$ cat src/rtl/branch_pred_pkg.sv
// Shared definitions for the fetch-stage branch predictor: opcode, counter
// encodings and the saturating-counter / B-immediate helpers.
package branch_pred_pkg;

    localparam logic [6:0] OP_BRANCH = 7'b1100011;

    typedef enum logic [1:0] {
        BP_SNT = 2'd0,
        BP_WNT = 2'd1,
        BP_WT  = 2'd2,
        BP_ST  = 2'd3
    } bp_cnt_e;

    // Two-bit counter step; never wraps between the strong states.
    function automatic logic [1:0] sat_update(input logic [1:0] cnt, input logic taken);
        logic [1:0] res;
        res = cnt;
        if (taken) begin
            if (cnt != BP_ST) res = cnt + 2'd1;
        end else begin
            if (cnt != BP_SNT) res = cnt - 2'd1;
        end
        return res;
    endfunction

    function automatic logic [63:0] b_offset(input logic [31:0] ir);
        return {{51{ir[31]}}, ir[31], ir[7], ir[30:25], ir[11:8], 1'b0};
    endfunction

endpackage

$ cat src/rtl/branch_pred_if.sv
// Fetch/ID-side signal bundle of the branch predictor. The core drives the
// master side, the predictor sits on the slave side.
interface branch_pred_if #(
    parameter int IDX_W = 8
);
    logic [63:0]      if_pc;
    logic [31:0]      if_ir;
    logic             if_valid;
    logic             stall_if;
    logic             flush_if;
    logic             pred_taken_if;
    logic [63:0]      pred_addr_if;
    logic             pr_taken;
    logic [IDX_W-1:0] pr_idx;
    logic             upd_valid;
    logic [IDX_W-1:0] upd_idx;
    logic             upd_taken;

    modport master (
        output if_pc, if_ir, if_valid, stall_if, flush_if,
        output upd_valid, upd_idx, upd_taken,
        input  pred_taken_if, pred_addr_if, pr_taken, pr_idx
    );

    modport slave (
        input  if_pc, if_ir, if_valid, stall_if, flush_if,
        input  upd_valid, upd_idx, upd_taken,
        output pred_taken_if, pred_addr_if, pr_taken, pr_idx
    );
endinterface

$ cat src/rtl/branch_pred_bht_array.sv
// Table of 2-bit saturating counters with synchronous reset, read-modify-write
// training and same-cycle forwarding of the training result to the read port.
module bht_array
    import branch_pred_pkg::*;
#(
    parameter int         ENTRIES  = 256,
    parameter int         IDX_W    = 8,
    parameter logic [1:0] CNT_INIT = 2'b01
) (
    input  logic             clk,
    input  logic             srst,
    input  logic [IDX_W-1:0] rd_idx,
    output logic [1:0]       rd_cnt,
    input  logic             wr_en,
    input  logic [IDX_W-1:0] wr_idx,
    input  logic             wr_taken
);

    logic [1:0] cnt_reg  [ENTRIES];
    logic [1:0] cnt_next [ENTRIES];

    genvar gi;
    generate
        for (gi = 0; gi < ENTRIES; gi++) begin : g_cnt
            assign cnt_next[gi] = (wr_en && wr_idx == IDX_W'(gi))
                                ? sat_update(cnt_reg[gi], wr_taken)
                                : cnt_reg[gi];
        end
    endgenerate

    // Reset wins over a coincident update, so that update is dropped.
    always_ff @(posedge clk) begin
        for (int i = 0; i < ENTRIES; i++) begin
            if (srst) cnt_reg[i] <= CNT_INIT;
            else      cnt_reg[i] <= cnt_next[i];
        end
    end

    // cnt_next already carries the trained value on an index hit (forwarding).
    assign rd_cnt = srst ? cnt_reg[rd_idx] : cnt_next[rd_idx];

endmodule

$ cat src/rtl/branch_pred.sv
// Fetch-stage branch predictor: decode, index hash, target add and IF/ID
// prediction registers. Define BP_GSHARE_EN to XOR a global history into the index.
module branch_pred
    import branch_pred_pkg::*;
#(
    parameter int         BHT_ENTRIES = 256,
    parameter logic [1:0] CNT_INIT    = 2'b01,
    parameter int         GHR_BITS    = 8,
    localparam int        IDX_W       = $clog2(BHT_ENTRIES)
) (
    input logic         clk,
    input logic         rst,
    branch_pred_if.slave bus
);

    generate
        if (BHT_ENTRIES < 4 || (1 << IDX_W) != BHT_ENTRIES || GHR_BITS > IDX_W || GHR_BITS < 2) begin : g_bad_cfg
            $error("branch_pred: illegal BHT_ENTRIES/GHR_BITS combination");
        end
    endgenerate

    logic             is_br;
    logic [IDX_W-1:0] pc_idx;
    logic [IDX_W-1:0] idx;
    logic [1:0]       rd_cnt;
    logic             pred_taken;
    logic             pr_taken_reg;
    logic [IDX_W-1:0] pr_idx_reg;

    assign is_br  = bus.if_valid && (bus.if_ir[6:0] == OP_BRANCH);
    assign pc_idx = bus.if_pc[IDX_W+1:2];

`ifdef BP_GSHARE_EN
    // History advances only on resolved branches, never speculatively.
    logic [GHR_BITS-1:0] ghr_reg;

    always_ff @(posedge clk) begin
        if (rst)                ghr_reg <= '0;
        else if (bus.upd_valid) ghr_reg <= {ghr_reg[GHR_BITS-2:0], bus.upd_taken};
    end

    assign idx = pc_idx ^ IDX_W'(ghr_reg);
`else
    assign idx = pc_idx;
`endif

    bht_array #(
        .ENTRIES  (BHT_ENTRIES),
        .IDX_W    (IDX_W),
        .CNT_INIT (CNT_INIT)
    ) u_bht (
        .clk      (clk),
        .srst     (rst),
        .rd_idx   (idx),
        .rd_cnt   (rd_cnt),
        .wr_en    (bus.upd_valid),
        .wr_idx   (bus.upd_idx),
        .wr_taken (bus.upd_taken)
    );

    assign pred_taken        = is_br && rd_cnt[1];
    assign bus.pred_taken_if = pred_taken;
    assign bus.pred_addr_if  = pred_taken ? bus.if_pc + b_offset(bus.if_ir)
                                          : bus.if_pc + 64'd4;

    // Flush kills the prediction but keeps the index; stall freezes both.
    always_ff @(posedge clk) begin
        if (rst) begin
            pr_taken_reg <= 1'b0;
            pr_idx_reg   <= '0;
        end else if (bus.flush_if) begin
            pr_taken_reg <= 1'b0;
        end else if (!bus.stall_if) begin
            pr_taken_reg <= pred_taken;
            pr_idx_reg   <= idx;
        end
    end

    assign bus.pr_taken = pr_taken_reg;
    assign bus.pr_idx   = pr_idx_reg;

endmodule

$ cat src/flat_wrapper.sv
// flat-port wrapper written by rule: the top's interface ports become plain ports
module branch_pred_flat import branch_pred_pkg::*;
#(
    parameter int         BHT_ENTRIES = 256,
    parameter logic [1:0] CNT_INIT    = 2'b01,
    parameter int         GHR_BITS    = 8,
    localparam int        IDX_W       = $clog2(BHT_ENTRIES)
)
  (clk, rst, bus_if_pc, bus_if_ir, bus_if_valid, bus_stall_if, bus_flush_if, bus_upd_valid, bus_upd_idx, bus_upd_taken, bus_pred_taken_if, bus_pred_addr_if, bus_pr_taken, bus_pr_idx);
  branch_pred_if #(.IDX_W(8)) bus_i ();
  input logic clk;
  input logic rst;
  input wire logic [$bits(bus_i.if_pc)-1:0] bus_if_pc;
  input wire logic [$bits(bus_i.if_ir)-1:0] bus_if_ir;
  input wire logic [$bits(bus_i.if_valid)-1:0] bus_if_valid;
  input wire logic [$bits(bus_i.stall_if)-1:0] bus_stall_if;
  input wire logic [$bits(bus_i.flush_if)-1:0] bus_flush_if;
  input wire logic [$bits(bus_i.upd_valid)-1:0] bus_upd_valid;
  input wire logic [$bits(bus_i.upd_idx)-1:0] bus_upd_idx;
  input wire logic [$bits(bus_i.upd_taken)-1:0] bus_upd_taken;
  output wire logic [$bits(bus_i.pred_taken_if)-1:0] bus_pred_taken_if;
  output wire logic [$bits(bus_i.pred_addr_if)-1:0] bus_pred_addr_if;
  output wire logic [$bits(bus_i.pr_taken)-1:0] bus_pr_taken;
  output wire logic [$bits(bus_i.pr_idx)-1:0] bus_pr_idx;
  assign bus_i.if_pc = bus_if_pc;
  assign bus_i.if_ir = bus_if_ir;
  assign bus_i.if_valid = bus_if_valid;
  assign bus_i.stall_if = bus_stall_if;
  assign bus_i.flush_if = bus_flush_if;
  assign bus_i.upd_valid = bus_upd_valid;
  assign bus_i.upd_idx = bus_upd_idx;
  assign bus_i.upd_taken = bus_upd_taken;
  assign bus_pred_taken_if = bus_i.pred_taken_if;
  assign bus_pred_addr_if = bus_i.pred_addr_if;
  assign bus_pr_taken = bus_i.pr_taken;
  assign bus_pr_idx = bus_i.pr_idx;
  branch_pred #(.BHT_ENTRIES(BHT_ENTRIES), .CNT_INIT(CNT_INIT), .GHR_BITS(GHR_BITS)) u_core (.clk(clk), .rst(rst), .bus(bus_i));
endmodule
$ cat config.mk
export PLATFORM = sky130hd
export DESIGN_NAME = branch_pred_flat
export DESIGN_NICKNAME = d
export VERILOG_FILES = /design/src/rtl/branch_pred_pkg.sv /design/src/rtl/branch_pred_if.sv /design/src/rtl/branch_pred_bht_array.sv /design/src/rtl/branch_pred.sv /design/src/flat_wrapper.sv
export SDC_FILE = /design/constraint.sdc
export NUM_CORES = 2
export LEC_CHECK = 0
export CAP_MARGIN = 5
export CORE_MARGIN = 2
export CORE_UTILIZATION = 40
export DETAILED_ROUTE_END_ITERATION = 8
export PLACE_DENSITY = 0.56
export SLEW_MARGIN = 30
export SYNTH_ARGS = -nofsm -noshare
export SYNTH_HDL_FRONTEND = slang
export SYNTH_SLANG_ARGS = --single-unit
$ cat constraint.sdc
create_clock -name clk -period 5.9 [get_ports clk]
set_input_delay 0.885 -clock clk [delete_from_list [all_inputs] [get_ports clk]]
set_output_delay 0.885 -clock clk [all_outputs]
set_load 0.05 [all_outputs]
==> summary.md <==
| Metric | Value |
|---|---|
| Status | `complete, no violations` |
| Die ar. | `0.09449 sq mm` |
| Design Power | `10.02 mW` |
| Slew HR | `33.88%` |
| Row count | `111` |
| Final #Nets | `5671` |
| Seq/Total Area, Yosys | `28.33%` |
| WP data arrival | `4.93 ns` |
| Hold Crit Class | `register to register` |
| Antenna viol nets, final | `0` |
| Fin Setup TNS | `0 ns` |
| Vias in the first global route | `38280` |
| CTS tree | `built` |
| Number of buffers created by CTS | `60` |
| Mean routed wirelength per cell | `24.47 um` |
| Most common library cell in the layout ignoring fill and taps | `nand2_1` |
| CP startpoint | `bus_if_pc[4]` |
| Worst skew pair latency | `0.67 ns` |
| Number of synthesized flops with an enable pin | `0` |
| Slowest-stage cell, CP | `clkdlybuf4s50_1` |
| Via count | `42930` |
| Period minus WS final | `5.820 ns` |
| Hold Startpoint | `u_core.bus.pr_idx[1]` |
| CP Cell Sequence | `clkdlybuf4s50_1, buf_4, inv_2, buf_4, mux4_2, a22oi_1, a21oi_1, nor3_1, nor2_1, nand3_1, nand2_4, buf_12, mux2i_4, xor2_1, bufbuf_16` |
| Routed WL | `164700 um` |
| Die width | `307.4 um` |
| Synth unique cells | `102` |
| Critical path launch point type | `primary input` |
| Async S/R FF share, synth | `0%` |
| Area leader, netlist | `dfxtp_1` |
| Clk_skew | `0.02553 ns` |
| Leak | `17.15 nW` |
| Top cell type's share of synthesized area | `28.33%` |
| First-pass GRT wire length | `244700 um` |
| Max Fclk | `171.8 MHz` |
| Max Cap Viol | `0` |
| Clock slew seen by the registers of the worst setup and hold paths | `0.06 ns` |
| Ys Warns | `0` |
| Pwr dens | `210.0 mW/mm^2` |
| CTS max path bufs | `3` |
| Hold_buf cts | `0` |
| Final period utilization | `98.64%` |
| Core ar. | `0.09139 sq mm` |
| I/O Pins | `185` |
| HPWL Detailed | `115500 um` |
| Crit-path max FO | `8` |
| GRT Total Usage | `33.58%` |
| Layout cell share with drive strength beyond 1 | `20.14%` |
| Sink Count | `521` |
| Top cells by area, synth | `dfxtp_1 28%, nand2_1 7.9%, o21ai_0 5.6%` |
| Final hold vios | `0` |
| Worst Path Required | `5.02 ns` |
| Yosys reg bits | `521` |
| Htree depth | `2` |
| Syn Area/Cell | `7.299 sq um` |
| Worst VDD drop | `0.0002709 V` |
| Most frequent cells in the layout | `763 x nand2_1, 574 x buf_4, 531 x nor2_1` |
| Largest net degree at the start of global routing | `91` |
| Critical Path Most Common Cell | `buf_4` |
| Cells after Synth | `5044` |
| Via count normalized by instance count | `6.378` |
| Routability Congestion | `0.9835` |
| Area grow syn2layout | `29.58%` |
| Drt drc | `0` |
| Gr ovfl total | `0` |
| IO Port Bufs | `169` |
| Post-Syn Area | `0.03682 sq mm` |
| CP Class | `primary input to primary output` |
| Final Max Slew Viols | `0` |
| Root Driver | `clkbuf_16` |
| Synthesized net count | `5219` |
| Initial antenna violation count | `5` |
| Drt first pass iters | `6` |
| Initial Utilization | `40.29%` |
| Slew at the pin closest to its max-slew limit | `0.9918 ns` |
| Crit. End Element | `primary output` |
| Iter 0 DRT Violations | `6047` |
| Worst path max stage delay | `0.61 ns` |
| Die height | `307.4 um` |
| Setup violators final | `0` |
| Dominant synthesized flop cell | `dfxtp_1` |
## what timing repair did
item,CTS,global route
endpoints found under the setup margin,64,63
resized for setup,97,56
gates cloned,3,1
buffers inserted,24,6
pin swaps,31,20
## layer usage
metal / global-route usage (%) / routed length, um / vias to the layer above / part of all wire, %
met4: 16.56 / 8642 / 8 / 5.2
met2: 49.56 / 69810 / 2338 / 42
met5: 0 / 51 / - / 0.031
li1: - / - / 19700 / -
met3: 7.302 / 17910 / 418 / 11
met1: 46.13 / 68280 / 20470 / 41
## critical path: cells and delay by family
kind / cells / cell delay, ns
muxes: 2 / 0.78
and+or+nand+nor: 4 / 0.72
buffers and inverters: 6 / 2.02
xor gates and xnor gates: 1 / 0.16
AOI/OAI and AO/OA: 2 / 0.34
## Yosys cell counts, drive strengths merged (27+ instances only)
cell and n:
a211o 27, a211oi 29, a21o 38, a21oi 332
a22oi 54, a31o 41, a31oi 93, and2 50
and3 89, buf 143, clkbuf 322, dfxtp 521
ha 63, inv 33, mux4 81, nand2 775
nand3 156, nand4 186, nor2 558, nor3 178
nor4 111, o211ai 32, o21ai 431, o311ai 31
o31ai 79, xnor2 60, xor2 58
## power by group
group | internal, mW | switching [mW]
clock network | 2.26 | 1.67
logic | 0.958 | 1.35
registers | 3.63 | 0.146
total | 6.85 | 3.17
## final cells by class
class                      count  area (sq um)
sequential                   521         10430
fill                        8650         43680
antenna                        3         7.507
clock inverter                15         195.2
tap                         1186          1484
inverter                      35         138.9
clock buffer                  93          1807
multi-input combinational   4024         24940
timing repair buffer         854          8706
## final timing paths
check | to | slack, ns | cells past startpoint
max | bus_pred_addr_if[63] | 0.08 | 15
min | u_core.bus.pr_idx[1] | 0.48 | 2
max reg2reg | u_core.bus.pr_taken | 2.66 | 14
min reg2reg | u_core.bus.pr_idx[1] | 0.48 | 2
## metrics by stage
stage	utilization [%]	cell area, sq um	cells	setup slack (ns)	hold slack, ns
6_report	52.20	47710	6731	0.08044	0.4758
5_1_grt	52.19	47700	6728	-0.01333	0.4998
4_1_cts	51.92	47440	6721	0.009356	0.4757
3_5_place_dp	49.03	44810	6588	-0.6570	0.4672
3_3_place_gp	49.03	44810	6588	-0.6794	0.4608
2_1_floorplan	-	36820	5044	0.3641	0.4512
## cell families (layout without fill, tap and decap cells)
kind of cell | after synthesis | after routing | synth area share [%]
AOI/OAI and AO/OA | 1493 | 1493 | 26.55
and+or+nand+nor | 2241 | 2242 | 28.70
DFF | 521 | 521 | 28.33
xor gates and xnor gates | 118 | 118 | 2.807
muxes | 107 | 107 | 5.686
buffers and inverters | 500 | 997 | 5.737
adders and majority gates | 64 | 64 | 2.195
other | 0 | 3 | 0
Note: power is estimated with default switching activity, not from simulation.
